[config.mk]
export PLATFORM = sky130hd
export DESIGN_NAME = cache_refill_ctrl_flat
export DESIGN_NICKNAME = d
export VERILOG_FILES = /design/src/rtl/cache_refill_ctrl_if.sv /design/src/rtl/cache_refill_ctrl.sv /design/src/flat_wrapper.sv
export SDC_FILE = /design/constraint.sdc
export NUM_CORES = 1
export LEC_CHECK = 0
export CAP_MARGIN = 20
export CORE_MARGIN = 2
export CORE_UTILIZATION = 29
export DETAILED_ROUTE_END_ITERATION = 6
export PLACE_DENSITY = 0.58
export SLEW_MARGIN = 5
export SYNTH_ARGS = -nofsm -noshare
export SYNTH_HDL_FRONTEND = slang
export SYNTH_SLANG_ARGS = --single-unit
[constraint.sdc]
create_clock -name clock -period 2.2 [get_ports clock]
set_input_delay 0.33 -clock clock [delete_from_list [all_inputs] [get_ports clock]]
set_output_delay 0.33 -clock clock [all_outputs]
set_load 0.005 [all_outputs]
[src/rtl/cache_refill_ctrl_if.sv]
// cache_refill_ctrl_if: bundles the requester, cache-line and backing-memory
// signals of cache_refill_ctrl so they travel as a single port.
// Ports: master = controller side, slave = requester/cache-line/memory side.
interface cache_refill_ctrl_if #(
  parameter int ADDR_W = 8,
  parameter int DATA_W = 32,
  parameter int CNT_W  = 16
);
  // requester side
  logic              cpu_req_valid;
  logic              cpu_req_ready;
  logic              cpu_we;
  logic [ADDR_W-1:0] cpu_addr;
  logic [DATA_W-1:0] cpu_wdata;
  logic              cpu_resp_valid;
  logic [DATA_W-1:0] cpu_rdata;
  // cache line
  logic [ADDR_W-1:0] line_addr;
  logic [DATA_W-1:0] line_val;
  logic              line_read;
  logic              line_write;
  logic              line_hit;
  logic [DATA_W-1:0] line_out_val;
  // backing memory
  logic              mem_req_valid;
  logic              mem_req_ready;
  logic              mem_we;
  logic [ADDR_W-1:0] mem_addr;
  logic [DATA_W-1:0] mem_wdata;
  logic              mem_resp_valid;
  logic [DATA_W-1:0] mem_rdata;
  // read statistics
  logic [CNT_W-1:0]  hit_count;
  logic [CNT_W-1:0]  miss_count;

  modport master (
    input  cpu_req_valid, cpu_we, cpu_addr, cpu_wdata,
    output cpu_req_ready, cpu_resp_valid, cpu_rdata,
    output line_addr, line_val, line_read, line_write,
    input  line_hit, line_out_val,
    output mem_req_valid, mem_we, mem_addr, mem_wdata,
    input  mem_req_ready, mem_resp_valid, mem_rdata,
    output hit_count, miss_count
  );

  modport slave (
    output cpu_req_valid, cpu_we, cpu_addr, cpu_wdata,
    input  cpu_req_ready, cpu_resp_valid, cpu_rdata,
    input  line_addr, line_val, line_read, line_write,
    output line_hit, line_out_val,
    input  mem_req_valid, mem_we, mem_addr, mem_wdata,
    output mem_req_ready, mem_resp_valid, mem_rdata,
    input  hit_count, miss_count
  );
endinterface

[src/rtl/cache_refill_ctrl.sv]
// cache_refill_ctrl: single-outstanding cache refill / write-through controller.
// Latency: read hit responds 3 cycles after accept; misses and writes add the
// memory handshake time. Backpressure: cpu_req_ready only in IDLE; mem request
// held stable until mem_req_ready.
// Ports: clock, reset_n (async, active-low), bus (cache_refill_ctrl_if.master).
module cache_refill_ctrl #(
  parameter int ADDR_W = 8,
  parameter int DATA_W = 32,
  parameter int CNT_W  = 16
) (
  input  logic               clock,
  input  logic               reset_n,
  cache_refill_ctrl_if.master bus
);

  typedef enum logic [2:0] {
    IDLE, LOOKUP, CHECK, MEM_REQ, MEM_WAIT, FILL, RESP
  } state_t;

  state_t            r_state;
  logic              r_we;
  logic [ADDR_W-1:0] r_addr;
  logic [DATA_W-1:0] r_wdata;
  logic              r_ready;
  logic              r_resp_valid;
  logic [DATA_W-1:0] r_rdata;
  logic              r_line_read;
  logic              r_line_write;
  logic [DATA_W-1:0] r_line_val;
  logic              r_mem_req_valid;
  logic              r_mem_we;
  logic [CNT_W-1:0]  r_hit_cnt;
  logic [CNT_W-1:0]  r_miss_cnt;

  localparam logic [CNT_W-1:0] CNT_MAX = {CNT_W{1'b1}};

  // The captured request feeds both the line and memory address/data, so
  // they stay stable for the whole transaction without extra registers.
  assign bus.cpu_req_ready  = r_ready;
  assign bus.cpu_resp_valid = r_resp_valid;
  assign bus.cpu_rdata      = r_rdata;
  assign bus.line_addr      = r_addr;
  assign bus.line_val       = r_line_val;
  assign bus.line_read      = r_line_read;
  assign bus.line_write     = r_line_write;
  assign bus.mem_req_valid  = r_mem_req_valid;
  assign bus.mem_we         = r_mem_we;
  assign bus.mem_addr       = r_addr;
  assign bus.mem_wdata      = r_wdata;
  assign bus.hit_count      = r_hit_cnt;
  assign bus.miss_count     = r_miss_cnt;

  // Outputs are registered: each strobe is set on the edge that enters its
  // state and cleared on the edge that leaves it.
  always_ff @(posedge clock or negedge reset_n) begin
    if (!reset_n) begin
      r_state         <= IDLE;
      r_we            <= 1'b0;
      r_addr          <= '0;
      r_wdata         <= '0;
      r_ready         <= 1'b1;
      r_resp_valid    <= 1'b0;
      r_rdata         <= '0;
      r_line_read     <= 1'b0;
      r_line_write    <= 1'b0;
      r_line_val      <= '0;
      r_mem_req_valid <= 1'b0;
      r_mem_we        <= 1'b0;
      r_hit_cnt       <= '0;
      r_miss_cnt      <= '0;
    end else begin
      case (r_state)
        IDLE: begin
          if (bus.cpu_req_valid) begin
            r_addr  <= bus.cpu_addr;
            r_we    <= bus.cpu_we;
            r_wdata <= bus.cpu_wdata;
            r_ready <= 1'b0;
            if (bus.cpu_we) begin
              r_state         <= MEM_REQ;
              r_mem_req_valid <= 1'b1;
              r_mem_we        <= 1'b1;
            end else begin
              r_state     <= LOOKUP;
              r_line_read <= 1'b1;
            end
          end
        end

        LOOKUP: begin
          r_line_read <= 1'b0;
          r_state     <= CHECK;
        end

        // line_hit is registered by the cache line, so it is valid here,
        // one cycle after the line_read strobe.
        CHECK: begin
          if (bus.line_hit) begin
            r_rdata      <= bus.line_out_val;
            r_resp_valid <= 1'b1;
            r_state      <= RESP;
            if (r_hit_cnt != CNT_MAX) r_hit_cnt <= r_hit_cnt + CNT_W'(1);
          end else begin
            r_mem_req_valid <= 1'b1;
            r_mem_we        <= 1'b0;
            r_state         <= MEM_REQ;
            if (r_miss_cnt != CNT_MAX) r_miss_cnt <= r_miss_cnt + CNT_W'(1);
          end
        end

        MEM_REQ: begin
          if (bus.mem_req_ready) begin
            r_mem_req_valid <= 1'b0;
            if (r_we) begin
              // write-through: the line gets the CPU data once memory has it
              r_line_write <= 1'b1;
              r_line_val   <= r_wdata;
              r_state      <= FILL;
            end else begin
              r_state <= MEM_WAIT;
            end
          end
        end

        // Only this state listens to mem_resp_valid; stray returns elsewhere
        // (e.g. from a request dropped by reset) fall on deaf ears.
        MEM_WAIT: begin
          if (bus.mem_resp_valid) begin
            r_rdata      <= bus.mem_rdata;
            r_line_val   <= bus.mem_rdata;
            r_line_write <= 1'b1;
            r_state      <= FILL;
          end
        end

        FILL: begin
          r_line_write <= 1'b0;
          r_resp_valid <= 1'b1;
          r_state      <= RESP;
        end

        RESP: begin
          r_resp_valid <= 1'b0;
          r_ready      <= 1'b1;
          r_state      <= IDLE;
        end

        default: begin
          r_state         <= IDLE;
          r_ready         <= 1'b1;
          r_resp_valid    <= 1'b0;
          r_line_read     <= 1'b0;
          r_line_write    <= 1'b0;
          r_mem_req_valid <= 1'b0;
        end
      endcase
    end
  end

endmodule

[src/flat_wrapper.sv]
// flat-port wrapper written by rule: the top's interface ports become plain ports
module cache_refill_ctrl_flat 
#(
  parameter int ADDR_W = 8,
  parameter int DATA_W = 32,
  parameter int CNT_W  = 16
)
  (clock, reset_n, bus_cpu_req_valid, bus_cpu_we, bus_cpu_addr, bus_cpu_wdata, bus_cpu_req_ready, bus_cpu_resp_valid, bus_cpu_rdata, bus_line_addr, bus_line_val, bus_line_read, bus_line_write, bus_line_hit, bus_line_out_val, bus_mem_req_valid, bus_mem_we, bus_mem_addr, bus_mem_wdata, bus_mem_req_ready, bus_mem_resp_valid, bus_mem_rdata, bus_hit_count, bus_miss_count);
  cache_refill_ctrl_if #(.ADDR_W(ADDR_W), .DATA_W(DATA_W), .CNT_W(CNT_W)) bus_i ();
  input  logic clock;
  input  logic reset_n;
  input wire logic [$bits(bus_i.cpu_req_valid)-1:0] bus_cpu_req_valid;
  input wire logic [$bits(bus_i.cpu_we)-1:0] bus_cpu_we;
  input wire logic [$bits(bus_i.cpu_addr)-1:0] bus_cpu_addr;
  input wire logic [$bits(bus_i.cpu_wdata)-1:0] bus_cpu_wdata;
  output wire logic [$bits(bus_i.cpu_req_ready)-1:0] bus_cpu_req_ready;
  output wire logic [$bits(bus_i.cpu_resp_valid)-1:0] bus_cpu_resp_valid;
  output wire logic [$bits(bus_i.cpu_rdata)-1:0] bus_cpu_rdata;
  output wire logic [$bits(bus_i.line_addr)-1:0] bus_line_addr;
  output wire logic [$bits(bus_i.line_val)-1:0] bus_line_val;
  output wire logic [$bits(bus_i.line_read)-1:0] bus_line_read;
  output wire logic [$bits(bus_i.line_write)-1:0] bus_line_write;
  input wire logic [$bits(bus_i.line_hit)-1:0] bus_line_hit;
  input wire logic [$bits(bus_i.line_out_val)-1:0] bus_line_out_val;
  output wire logic [$bits(bus_i.mem_req_valid)-1:0] bus_mem_req_valid;
  output wire logic [$bits(bus_i.mem_we)-1:0] bus_mem_we;
  output wire logic [$bits(bus_i.mem_addr)-1:0] bus_mem_addr;
  output wire logic [$bits(bus_i.mem_wdata)-1:0] bus_mem_wdata;
  input wire logic [$bits(bus_i.mem_req_ready)-1:0] bus_mem_req_ready;
  input wire logic [$bits(bus_i.mem_resp_valid)-1:0] bus_mem_resp_valid;
  input wire logic [$bits(bus_i.mem_rdata)-1:0] bus_mem_rdata;
  output wire logic [$bits(bus_i.hit_count)-1:0] bus_hit_count;
  output wire logic [$bits(bus_i.miss_count)-1:0] bus_miss_count;
  assign bus_i.cpu_req_valid = bus_cpu_req_valid;
  assign bus_i.cpu_we = bus_cpu_we;
  assign bus_i.cpu_addr = bus_cpu_addr;
  assign bus_i.cpu_wdata = bus_cpu_wdata;
  assign bus_cpu_req_ready = bus_i.cpu_req_ready;
  assign bus_cpu_resp_valid = bus_i.cpu_resp_valid;
  assign bus_cpu_rdata = bus_i.cpu_rdata;
  assign bus_line_addr = bus_i.line_addr;
  assign bus_line_val = bus_i.line_val;
  assign bus_line_read = bus_i.line_read;
  assign bus_line_write = bus_i.line_write;
  assign bus_i.line_hit = bus_line_hit;
  assign bus_i.line_out_val = bus_line_out_val;
  assign bus_mem_req_valid = bus_i.mem_req_valid;
  assign bus_mem_we = bus_i.mem_we;
  assign bus_mem_addr = bus_i.mem_addr;
  assign bus_mem_wdata = bus_i.mem_wdata;
  assign bus_i.mem_req_ready = bus_mem_req_ready;
  assign bus_i.mem_resp_valid = bus_mem_resp_valid;
  assign bus_i.mem_rdata = bus_mem_rdata;
  assign bus_hit_count = bus_i.hit_count;
  assign bus_miss_count = bus_i.miss_count;
  cache_refill_ctrl #(.ADDR_W(ADDR_W), .DATA_W(DATA_W), .CNT_W(CNT_W)) u_core (.clock(clock), .reset_n(reset_n), .bus(bus_i));
endmodule
# After elaboration in Yosys (flattened, before gate mapping)
# Index checks and enable logic that the tools add are counted.
[classes]
n_reduce_logical = 21
add_sub_neg = 2
n_eq_ne = 16
muxes = 31
n_bitwise = 6
[op_table]
columns = ["operator", "n"]
rows = [
  ["$mux 32", 4],
  ["$pmux 32 s2", 2],
  ["$add 16x1->16 const B", 2],
  ["$ne 16x16->1 const B", 2],
  ["$pmux 3 s6", 1],
  ["$reduce_and 3->1", 5],
  ["$ne 2x2->1 const B", 7],
  ["$mux 1", 13],
  ["$mux 3", 4],
  ["$reduce_and 4->1", 3],
  ["$reduce_or 4->1", 3],
  ["$reduce_or 5->1", 2],
  ["$eq 3x3->1 const B", 3],
  ["$eq 3x2->1 const B", 2],
  ["$not 1->1", 6],
  ["$pmux 1 s2", 3],
  ["$pmux 1 s3", 2],
  ["$reduce_and 2->1", 3],
  ["$reduce_bool 2->1", 3],
  ["$reduce_and 5->1", 1],
  ["$pmux 1 s4", 1],
  ["$eq 3x1->1 const B", 1],
  ["$logic_not 3->1", 1],
  ["$mux 2", 1],
  ["$ne 2x1->1 const B", 1],
]
[word_totals]
in_bits = 111
wordCells = 90
register_bits = 146
output_inout_bits = 150

# Longest topological paths before layout
[logic_depth]
word_depth = 4
depth_mapped = 6
ltp_nobuf = 5

# Worst setup path after synthesis
# OpenSTA, ideal clock, no wires.
[synth_timing]
path_kind = "register to register"
startpoint = "register u_core.r_miss_cnt[0], in the netlist u_core.bus.miss_count[0]"
endpoint = "register u_core.r_miss_cnt[11], in the netlist u_core.bus.miss_count[11]"
arrival_ns = 1.728
setup_ns = 0.133
required_time_ns = 2.067
n_path_buf = 1
path_slack_ns = 0.339
synth_period_minus_slack_ns = 1.861
stages_incl_launch_ff = 7
path_cell_list = "dfrtp_1 -> ha_1 -> nand4_1 -> nor4_1 -> clkbuf_1 -> nor3b_1 -> xor2_1"
[synth_via]
elab_chain_len = 2
elab_cells_between_ends = 3
classes_between = "1 x add/sub; 1 x eq/ne; 1 x reduce/logical"
[synth_rtl]
columns = ["item", "line", "text"]
rows = [
  ["from (decl)", "cache_refill_ctrl.sv:33", "logic [CNT_W-1:0] r_miss_cnt;"],
  ["from (signal assigned)", "cache_refill_ctrl.sv:107", "if (r_miss_cnt != CNT_MAX) r_miss_cnt <= r_miss_cnt + CNT_W'(1);"],
  ["branches (longest 2 deep; another with $add 16x1->16)", "-", ""],
]
# Parallel ways; which one is timed is not known.
# A chain may end at the register's enable or synchronous reset.

# Worst setup path in the final report
[layout_timing]
startpoint = "register u_core.r_state[0]"
endpoint = "register u_core.r_hit_cnt[12], in the netlist u_core.bus.hit_count[12]"
[layout_via]
elab_chain_len = 2
[layout_rtl]
columns = ["item", "line", "text"]
rows = [
  ["from (decl)", "cache_refill_ctrl.sv:20", "state_t r_state;"],
  ["from (signal assigned)", "cache_refill_ctrl.sv:57", "r_state <= IDLE;"],
  ["from (signal assigned)", "cache_refill_ctrl.sv:80", "r_state <= MEM_REQ;"],
  ["from (signal assigned)", "cache_refill_ctrl.sv:84", "r_state <= LOOKUP;"],
  ["$eq 3x2->1", "cache_refill_ctrl.sv:72", "case (r_state)"],
  ["$reduce_and 3->1 (no source line)", "-", ""],
  ["to (signal assigned)", "cache_refill_ctrl.sv:102", "if (r_hit_cnt != CNT_MAX) r_hit_cnt <= r_hit_cnt + CNT_W'(1);"],
  ["to (decl)", "cache_refill_ctrl.sv:32", "logic [CNT_W-1:0] r_hit_cnt;"],
]
# Every way passes these cells.

==> impl_metrics.tcl <==
set metrics [dict create \
    p_int_mw 8.95 \
    diodes 0 \
    hpwl_um 13400 \
    tritoncts "built" \
    crit_buf_inv 1 \
    path_clk_slew_ns 0.06 \
    postRouteAntennaNets 0 \
    yosys.area.top_type "dfrtp_1" \
    period_needed_ns 1.96 \
    clock_latency_ns 0.42 \
    rsz0062_at_grt "false" \
    drt_iter0_drc 251 \
    async_reset_ff_frac 1.00 \
    drive_gt1_frac 0.120 \
    synthesis.area_sq_mm 0.00649 \
    synth.ff_latch_count 146 \
    fin_worst_skew_ns 0.00766 \
    yosys_warnings 0 \
    crit_fanout 9 \
    critPathKind "reg2reg" \
    p_sw_frac 0.314 \
    ir_worst_vdd_mv 0.613 \
    gp_congestion 0.761 \
    fmax_mhz 510 \
    initial_utilization 0.296 \
    slowest_stage "nor4bb_1" \
    dpl-instance-area_sq_mm 0.00951 \
    power_density_mw_per_mm2 1280 \
    p_leak_nw 4.31 \
    post_cts_buffers 0 \
    crit_path_cell_trace "buf_4 -> nor4bb_1 -> nand2_1 -> nor3_1 -> mux2_2" \
    final_nets 991 \
    rows 54 \
    synth_top_area_share 0.559 \
    synth_edf_count 0 \
    maxSlewHeadroom 0.666 \
    core_area_sq_mm 0.0219 \
    fin_crit_sh 0.891 \
    cts_inserted_buffers 17 \
    root_buffer "clkbuf_16" \
    die_w_um 154 \
    fin_ws_ns 0.240 \
    run_status "finished, final reports clean" \
    htreeDepth 4 \
    wl_per_cell_um 16.5 \
    power_frac_clock 0.241 \
    hold_viol 0 \
    combPwrFrac 0.412 \
    cts_sinks 146 \
    grt-ovfl-total 0 \
    final_area_sq_mm 0.0102 \
    pre_cts_ws_ns -0.0346 \
    syn_inst 618 \
    cp.arrival_ns 2.26 \
    pwr-share-seq 0.347 \
    cp-end-kind "flip-flop" \
    setup_viol 0 \
    cp_top_family "simple AND/OR/NAND/NOR gates" \
    slew_viol_final 0 \
    required_ns 2.50 \
    critPathLaunchType "flip-flop" \
    numPortBuffers 260 \
    yosys.cell_types.count 47 \
    fin_worst_hold_slack_ns 0.435 \
    grt_pass1_wl_um 30700 \
    num_io_pins 261 \
    seq_area_frac_synth 0.563 \
    fin_util 0.464 \
    drc 0 \
    die_area_sq_mm 0.0236 \
    slowest_delay_ns 0.49 \
    synth_fp_nets 731 \
    vias 5501 \
    cap_violations 0 \
    wirelength_um 19300 \
    p_switching_mw 4.09 \
    via_per_inst 4.70 \
    firstDrtPassIters 4 \
    grt.total_usage 0.165 \
    syn_area_per_cell_sq_um 10.5 \
    grt_pass1_vias 5500 \
    die_h_um 154 \
    antenna_found_initial 0 \
    ys.flop_type "dfrtp_1" \
    grt_max_degree 65 \
    worst_slew_pin_slew_ns 0.495 \
    area_growth_pct 56.6 \
    synth_area_leaders "dfrtp_1 56%, mux2_2 7.6%, nand2_1 6.6%, a21boi_0 3.7%, xor2_1 3.2%" \
    clockBufferDepth 2 \
    holdCritPathClass "in2async" \
]
[cell type report]
| class | count | area, sq um |
|---|---|---|
| Sequential cell | 146 | 3650 |
| Clock buffer | 18 | 429 |
| Timing Repair Buffer | 283 | 2870 |
| Clock inverter | 14 | 203 |
| Fill cell | 2145 | 11700 |
| Tap cell | 280 | 350 |
| Multi-Input combinational cell | 425 | 2630 |
| Inverter | 5 | 18.8 |
[power groups by stage]
| stage | clock, mW | combinational [mW] | sequential (mW) |
|---|---|---|---|
| after floorplan | 0 | 2.19 | 4.56 |
| after global placement | 0 | 5.43 | 4.55 |
| after detailed placement | 0 | 5.45 | 4.59 |
| after CTS | 3.23 | 5.48 | 4.55 |
| after global routing | 3.34 | 5.88 | 4.71 |
| final | 3.14 | 5.37 | 4.53 |
[layer usage]
| metal | routed length (um) | vias to the layer above | track usage |
|---|---|---|---|
| li1 | - | 2674 | - |
| met1 | 8380 | 2619 | 0.212 |
| met2 | 9240 | 193 | 0.263 |
| met3 | 1480 | 15 | 0.0617 |
| met4 | 224 | 0 | 0.0411 |
| met5 | 0 | - | 0 |
[cell families after synthesis]
kind of cell / count (synthesis) / synth area share
AOI/OAI and AO/OA: 123 / 0.118
buffers and inverters: 47 / 0.0357
adders and majority gates: 2 / 0.00386
DFF: 146 / 0.563
muxes: 44 / 0.0764
and+or+nand+nor: 227 / 0.163
xor gates and xnor gates: 29 / 0.0392
[flip-flops by register name, summed over array words and instances (netlist names)]
signal / flops
u_core.bus.cpu_rdata: 32
u_core.bus.line_val: 32
u_core.bus.mem_wdata: 32
u_core.bus.hit_count: 16
u_core.bus.miss_count: 16
u_core.bus.line_addr: 8
u_core.r_state: 3
u_core.bus.cpu_req_ready: 1
u_core.bus.cpu_resp_valid: 1
u_core.bus.line_read: 1
u_core.bus.line_write: 1
u_core.bus.mem_req_valid: 1
u_core.bus.mem_we: 1
u_core.r_we: 1
[cell usage in the layout, fill, tap and decap left out, types with 3 or more instances in the layout]
| cell | instances |
|---|---|
| clkdlybuf4s50_1 | 259 |
| dfrtp_1 | 145 |
| nand2_1 | 113 |
| mux2_2 | 44 |
| nor2_1 | 41 |
| o21ai_0 | 38 |
| a21boi_0 | 32 |
| a31oi_1 | 32 |
| xor2_1 | 24 |
| clkbuf_16 | 17 |
| buf_4 | 15 |
| nand3_1 | 12 |
| nor3_1 | 10 |
| a21oi_1 | 9 |
| nand4_1 | 8 |
| nor4_1 | 8 |
| buf_12 | 7 |
| and3_1 | 6 |
| xnor2_1 | 5 |
| inv_1 | 5 |
| nor3b_1 | 4 |
| bufinv_16 | 4 |
| nor2b_1 | 3 |
| nor4b_1 | 3 |
| inv_6 | 3 |
| clkinvlp_4 | 3 |
[stage by stage]
step	power [mW]	setup TNS (ns)	instances
floorplan	6.75	0	618
global placement	9.98	0	1138
detailed placement	10.0	-0.0443	1138
CTS	13.3	0	1171
global route	13.9	0	1171
finish	13.0	0	1171
[cell usage after synthesis, drive strengths merged, types with 2 or more instances]
library cell	n
a211oi	2
a21boi	32
a21oi	10
a31oi	32
and2	2
and3	6
and4	2
buf	18
clkbuf	24
dfrtp	145
ha	2
inv	5
mux2	44
nand2	114
nand2b	2
nand3	12
nand3b	2
nand4	8
nand4b	2
nor2	41
nor2b	3
nor3	10
nor3b	5
nor4	8
nor4b	4
o21ai	38
o22ai	2
xnor2	5
xor2	24
[what timing repair did]
action	4_1_cts	5_1_grt
hold endpoints to repair	49	0
resized for setup	0	0
hold buffers	1	0
endpoints found under the setup margin	0	0
[final timing paths]
kind / slack, ns / from / endpoint / cells after the start
max: 0.24 / u_core.r_state[0] / u_core.bus.hit_count[12] / 5
min: 0.43 / reset_n / u_core.bus.miss_count[13] / 2
max reg2reg: 0.24 / u_core.r_state[0] / u_core.bus.hit_count[12] / 5
min reg2reg: 0.48 / u_core.bus.line_val[22] / u_core.bus.line_val[22] / 2
max in group asynchronous: 1.08 / reset_n / u_core.bus.cpu_req_ready / 3
min in group clock: 0.47 / bus_line_out_val[13] / u_core.bus.cpu_rdata[13] / 3
No activity file was read; power rests on OpenSTA's default activity.
